**src/rtl/adder_pkg.sv**
```systemverilog
`default_nettype none
// adder_pkg: FSM encoding, default geometry and counter sizing shared by seq_adder_nbit.
// Rev 1.0
package adder_pkg;

   localparam int DEFAULT_WIDTH = 16;
   localparam int DEFAULT_DIGIT = 4;

   typedef enum logic [1:0] {
      IDLE = 2'd0,
      RUN  = 2'd1,
      DONE = 2'd2
   } state_t;

   // A single-slice adder still needs a 1-bit counter to keep the RTL uniform.
   function automatic int cnt_width(input int n);
      return (n <= 1) ? 1 : $clog2(n);
   endfunction

endpackage
`default_nettype wire

```
**src/rtl/seq_adder_nbit_if.sv**
```systemverilog
`default_nettype none
// seq_adder_nbit_if: start/operand/result bundle; OVF exists only with SEQ_ADDER_OVF_EN.
// Rev 1.0
interface seq_adder_nbit_if #(
   parameter int WIDTH = adder_pkg::DEFAULT_WIDTH
);

   logic             start;
   logic [WIDTH-1:0] A;
   logic [WIDTH-1:0] B;
   logic             C_in;
   logic [WIDTH-1:0] S;
   logic             C_out;
   logic             busy;
   logic             done;
`ifdef SEQ_ADDER_OVF_EN
   logic             OVF;
`endif

   modport master (
      output start, A, B, C_in,
      input  S, C_out, busy, done
`ifdef SEQ_ADDER_OVF_EN
      , input OVF
`endif
   );

   modport slave (
      input  start, A, B, C_in,
      output S, C_out, busy, done
`ifdef SEQ_ADDER_OVF_EN
      , output OVF
`endif
   );

endinterface
`default_nettype wire

```
**src/rtl/adder_digit.sv**
```systemverilog
`default_nettype none
// adder_digit: DIGIT-bit ripple of full adders with carry in and carry out.
// Rev 1.0
module adder_digit import adder_pkg::*; #(
   parameter int DIGIT = DEFAULT_DIGIT
) (
   input  logic [DIGIT-1:0] a_i,
   input  logic [DIGIT-1:0] b_i,
   input  logic             c_i,
   output logic [DIGIT-1:0] s_o,
   output logic             c_o
);

   always_comb begin
      logic w_carry;
      w_carry = c_i;
      s_o     = '0;
      for (int i = 0; i < DIGIT; i++) begin
         s_o[i]  = a_i[i] ^ b_i[i] ^ w_carry;
         w_carry = (a_i[i] & b_i[i]) | (w_carry & (a_i[i] ^ b_i[i]));
      end
      c_o = w_carry;
   end

endmodule
`default_nettype wire

```
**src/rtl/seq_adder_nbit.sv**
```systemverilog
`default_nettype none
// seq_adder_nbit: digit-serial adder, one DIGIT-bit slice per clock, LS slice first.
// Build option SEQ_ADDER_OVF_EN adds a registered signed-overflow flag (OVF). Rev 1.0
module seq_adder_nbit import adder_pkg::*; #(
   parameter int WIDTH = DEFAULT_WIDTH,
   parameter int DIGIT = DEFAULT_DIGIT
) (
   input  logic            CLK,
   input  logic            RST_n,
   seq_adder_nbit_if.slave bus
);

   localparam int            N    = WIDTH / DIGIT;
   localparam int            CW   = cnt_width(N);
   localparam logic [CW-1:0] LAST = CW'(N - 1);

   state_t           state_q;
   logic [CW-1:0]    cnt_q;
   logic [WIDTH-1:0] a_q;
   logic [WIDTH-1:0] b_q;
   logic [WIDTH-1:0] s_q;
   logic             carry_q;
   logic             cout_q;
   logic             busy_q;
   logic             done_q;
`ifdef SEQ_ADDER_OVF_EN
   logic             ovf_q;
`endif

   logic [DIGIT-1:0] w_a_slice;
   logic [DIGIT-1:0] w_b_slice;
   logic [DIGIT-1:0] w_sum;
   logic             w_cout;

   assign w_a_slice = a_q[cnt_q*DIGIT +: DIGIT];
   assign w_b_slice = b_q[cnt_q*DIGIT +: DIGIT];

   adder_digit #(
      .DIGIT (DIGIT)
   ) u_digit (
      .a_i (w_a_slice),
      .b_i (w_b_slice),
      .c_i (carry_q),
      .s_o (w_sum),
      .c_o (w_cout)
   );

   always_ff @(posedge CLK or negedge RST_n) begin
      if (!RST_n) begin
         state_q <= IDLE;
         cnt_q   <= '0;
         a_q     <= '0;
         b_q     <= '0;
         s_q     <= '0;
         carry_q <= 1'b0;
         cout_q  <= 1'b0;
         busy_q  <= 1'b0;
         done_q  <= 1'b0;
`ifdef SEQ_ADDER_OVF_EN
         ovf_q   <= 1'b0;
`endif
      end else begin
         done_q <= 1'b0;
         case (state_q)
            IDLE, DONE: begin
               // S/C_out are left alone here so results stay visible until new slices land.
               if (bus.start) begin
                  a_q     <= bus.A;
                  b_q     <= bus.B;
                  carry_q <= bus.C_in;
                  cnt_q   <= '0;
                  busy_q  <= 1'b1;
                  state_q <= RUN;
               end else begin
                  state_q <= IDLE;
               end
            end
            RUN: begin
               s_q[cnt_q*DIGIT +: DIGIT] <= w_sum;
               carry_q                   <= w_cout;
               if (cnt_q == LAST) begin
                  cout_q  <= w_cout;
`ifdef SEQ_ADDER_OVF_EN
                  // Same-sign operands producing an opposite-sign result == carry-in(MSB) ^ carry-out.
                  ovf_q   <= (w_a_slice[DIGIT-1] == w_b_slice[DIGIT-1]) &&
                             (w_sum[DIGIT-1] != w_a_slice[DIGIT-1]);
`endif
                  busy_q  <= 1'b0;
                  done_q  <= 1'b1;
                  state_q <= DONE;
               end else begin
                  cnt_q <= cnt_q + 1'b1;
               end
            end
            default: begin
               busy_q  <= 1'b0;
               state_q <= IDLE;
            end
         endcase
      end
   end

   assign bus.S     = s_q;
   assign bus.C_out = cout_q;
   assign bus.busy  = busy_q;
   assign bus.done  = done_q;
`ifdef SEQ_ADDER_OVF_EN
   assign bus.OVF   = ovf_q;
`endif

endmodule
`default_nettype wire

```
**src/flat_wrapper.sv**
```systemverilog
// flat-port wrapper written by rule: the top's interface ports become plain ports
module seq_adder_nbit_flat import adder_pkg::*;
#(
   parameter int WIDTH = DEFAULT_WIDTH,
   parameter int DIGIT = DEFAULT_DIGIT
)
  (CLK, RST_n, bus_start, bus_A, bus_B, bus_C_in, bus_S, bus_C_out, bus_busy, bus_done);
  seq_adder_nbit_if #(.WIDTH(WIDTH)) bus_i ();
  input  logic CLK;
  input  logic RST_n;
  input wire logic [$bits(bus_i.start)-1:0] bus_start;
  input wire logic [$bits(bus_i.A)-1:0] bus_A;
  input wire logic [$bits(bus_i.B)-1:0] bus_B;
  input wire logic [$bits(bus_i.C_in)-1:0] bus_C_in;
  output wire logic [$bits(bus_i.S)-1:0] bus_S;
  output wire logic [$bits(bus_i.C_out)-1:0] bus_C_out;
  output wire logic [$bits(bus_i.busy)-1:0] bus_busy;
  output wire logic [$bits(bus_i.done)-1:0] bus_done;
  assign bus_i.start = bus_start;
  assign bus_i.A = bus_A;
  assign bus_i.B = bus_B;
  assign bus_i.C_in = bus_C_in;
  assign bus_S = bus_i.S;
  assign bus_C_out = bus_i.C_out;
  assign bus_busy = bus_i.busy;
  assign bus_done = bus_i.done;
  seq_adder_nbit #(.WIDTH(WIDTH), .DIGIT(DIGIT)) u_core (.CLK(CLK), .RST_n(RST_n), .bus(bus_i));
endmodule
```
**config.mk**
```make
export PLATFORM = sky130hd
export DESIGN_NAME = seq_adder_nbit_flat
export DESIGN_NICKNAME = d
export VERILOG_FILES = /design/src/rtl/adder_pkg.sv /design/src/rtl/seq_adder_nbit_if.sv /design/src/rtl/adder_digit.sv /design/src/rtl/seq_adder_nbit.sv /design/src/flat_wrapper.sv
export SDC_FILE = /design/constraint.sdc
export NUM_CORES = 1
export LEC_CHECK = 0
export ABC_AREA = 1
export CAP_MARGIN = 5
export CORE_AREA = 2 2 78 72
export CTS_CLUSTER_DIAMETER = 120
export DETAILED_ROUTE_END_ITERATION = 10
export DIE_AREA = 0 0 80 74
export HOLD_SLACK_MARGIN = 0.02
export PLACE_DENSITY_LB_ADDON = 0.15
export RECOVER_POWER = 25
export SLEW_MARGIN = 10
export SYNTH_ARGS = -nofsm -noshare
export SYNTH_HDL_FRONTEND = slang
export SYNTH_SLANG_ARGS = --single-unit
```
**constraint.sdc**
```tcl
create_clock -name CLK -period 4.3 [get_ports CLK]
set_input_delay 0.43 -clock CLK [delete_from_list [all_inputs] [get_ports CLK]]
set_output_delay 0.43 -clock CLK [all_outputs]
set_load 0.05 [all_outputs]
```
==> out/metrics.cfg <==
[synthesis]
syn_nets = 384
ys_top_cells_by_count = nand2_1 (132), dfrtp_1 (56), nand3_1 (52), nor2_1 (27), inv_1 (18)
ys_warn_count = 0
yosysSeqAreaShare_pct = 51.2
syn-cell-area_um2 = 2740
synth_ff_type = dfrtp_1
async_flop_share_pct = 100
ys_ff_latch = 56
synth_edf_count = 0
yosysMostFrequentCell = nand2_1
synth.distinct_cells = 18
syn_inst = 338
synth_area_leader_cell = dfrtp_1
synth_area_leaders = dfrtp_1 (51%), nand2_1 (18%), nand3_1 (9.5%), nor2_1 (3.7%), fa_1 (2.9%)
yosysTopAreaCellShare_pct = 51.2
avgSynthCellArea_um2 = 8.10

[drt]
wl_met3_um = 241
drt_first_pass_iters = 4
drt-initial-drc-count = 247
viasPerCell = 5.09
wl_per_cell_um = 12.7
drt-total-wl_um = 5770
met1_length_um = 2770
drc = 0
dr_wl_met2_um = 2640
vias = 2315
topRoutingLayerUsed = met4
ant_nets = 0

[power_and_ir_drop]
ir_worst_vdd_mv = 0.359
p_per_area_nw_per_um2 = 784
p_leak_nw = 1.70
power_mw = 2.64

[timing]
finClkSkew_ps = 5.65
worst_pin_slew_ps = 2910
rsz0062_at_grt = no
finalCriticalPeriod_ps = 2930
tns_ps = 0
hold_viol = 0
drv_slew = 57
holdWs_ps = 484
max_slew_margin_pct = -93.8
fin_crit_sh_pct = 68.2
setup_viol = 0
fmax_mhz = 341

[global_route]
grt_max_degree = 57
overflow = 0
globalRouteTotalUtil_pct = 21.8
grt_pass1_wl_um = 9930
antenna_found_initial = 0
grt_pass1_vias = 2123

[status]
violations = capacitance limit, slew limit
status = finished with violations

[clock_network]
ctsRootBufferMaster = clkbuf_8
cts_tree = done
cts_buffers = 5
clock_path_buffers = 2
cts_setup_buffers = 0
cts_max_level = 2
cts.sinks = 56
insertion_delay_ps = 300
clk_pin_slew_ps = 90
postCtsHoldBufs = 0
cts_resized = 0

[floorplan]
die_w_um = 80
core_um2 = 5130
rows = 25
die_h_um = 74
design.die.area_um2 = 5920
design.portCount = 55
start_util_pct = 53.4

[placed_design]
routabilityCongestion = 0.870
io_buffer_count = 54
dpl.hpwl_um = 4190

[job]
cap_violations = 1

[critical_path]
worst-path-buf-inv = 2
cp_slowest_cell = dfrtp_1
crit_family = adder cells
cp.required_ps = 4500
worstPathArrival_ps = 3140
critPathLaunchType = register
crit_path_end_kind = register
crit_chain = inv_1, nand3_1, nand2_1, fa_1, fa_1, inv_1, fa_1, fa_1, nand2_1, nor2_1, nand2_1, nand2_1
cp_max_fo = 15
crit_type = register to register
max_stage_delay_ps = 510

[final_layout]
areaGrowthSynthToFinish_pct = 23.0
fillers = 471
multiInputGateArea_um2 = 1160
nets = 433
ff_latch_area_um2 = 1400
drive_gt1_share_pct = 3.35
diodes = 0

[min_path]
hold_path.class = register to register

==> layout by cell type, fill, tap and decap left out, types with 4 or more instances in the layout <==
cell and count:
nand4_1 4, ha_1 6, o211ai_1 4, clkdlybuf4s50_1 53, dfrtp_1 56, nor2_1 27, fa_1 4, o21ai_0 12
a21oi_1 4, nand2_1 132, inv_1 18, clkbuf_8 6, nand3_1 52
==> layout make-up <==
| class | count | share of cell area [%] |
|---|---|---|
| well taps | 67 | 2.49 |
| multi-input cells | 247 | 34.4 |
| repair buffers | 58 | 16.7 |
| inverters | 19 | 2.12 |
| clock buffers | 8 | 2.67 |
| flip-flops and latches | 56 | 41.6 |
==> power by group <==
part / internal [mW] / switching, mW
Combinational: 0.500 / 0.973
Clock: 0.132 / 0.161
Sequential: 0.743 / 0.132
Total: 1.38 / 1.27
==> kinds of logic (layout without fill, tap and decap cells) <==
| kind of cell | Yosys count | in the layout | share of synthesized area [%] |
|---|---|---|---|
| adder cells (fa/ha/maj) | 10 | 10 | 5.67 |
| buffers and inverters | 35 | 85 | 6.44 |
| flip-flops | 56 | 56 | 51.2 |
| AND/OR/NAND/NOR | 217 | 217 | 32.7 |
| AO/OA/AOI/OAI | 20 | 20 | 4.02 |
==> sequential cells by signal, summed over array words and instances (netlist names) <==
name,flops
u_core.a_q,16
u_core.bus.C_out,1
u_core.bus.S,16
u_core.bus.busy,1
u_core.state_q,2
u_core.b_q,16
u_core.bus.done,1
u_core.cnt_q,2
u_core.carry_q,1
==> stage by stage <==
step | std cells | cell area (um2) | setup slack, ps | util (%)
after floorplan | 338 | 2740 | 1580 | -
after CTS | 455 | 3370 | 1390 | 65.7
after detailed placement | 447 | 3280 | 1410 | 64.0
final | 455 | 3370 | 1370 | 65.7
after global routing | 455 | 3370 | 914 | 65.7
after global placement | 447 | 3280 | 1490 | 64.0
==> worst min-delay path, stage by stage, from the launching register on <==
cell	delay (ps)
dfrtp_1	360
nand2_1	50
nand2_1	50
==> routing by layer <==
| layer | vias to the layer above | global-route usage (%) |
|---|---|---|
| li1 | 1172 | - |
| met1 | 1067 | 30.6 |
| met2 | 63 | 34.6 |
| met3 | 13 | 4.25 |
| met4 | 0 | 7.53 |
| met5 | - | 0 |
==> final timing paths <==
path	slack (ps)	cells after the start	to	startpoint
max reg2reg	1370	12	u_core.bus.S[15]$_DFFE_PN0P_	u_core.cnt_q[1]$_DFFE_PN0P_
max in group asynchronous	1510	2	u_core.b_q[15]$_DFFE_PN0P_	RST_n
min	480	2	u_core.b_q[11]$_DFFE_PN0P_	u_core.b_q[11]$_DFFE_PN0P_
min in group asynchronous	1160	2	u_core.a_q[2]$_DFFE_PN0P_	RST_n
min reg2reg	480	2	u_core.b_q[11]$_DFFE_PN0P_	u_core.b_q[11]$_DFFE_PN0P_
max	1370	12	u_core.bus.S[15]$_DFFE_PN0P_	u_core.cnt_q[1]$_DFFE_PN0P_
Power figures use the tool's default switching activity.
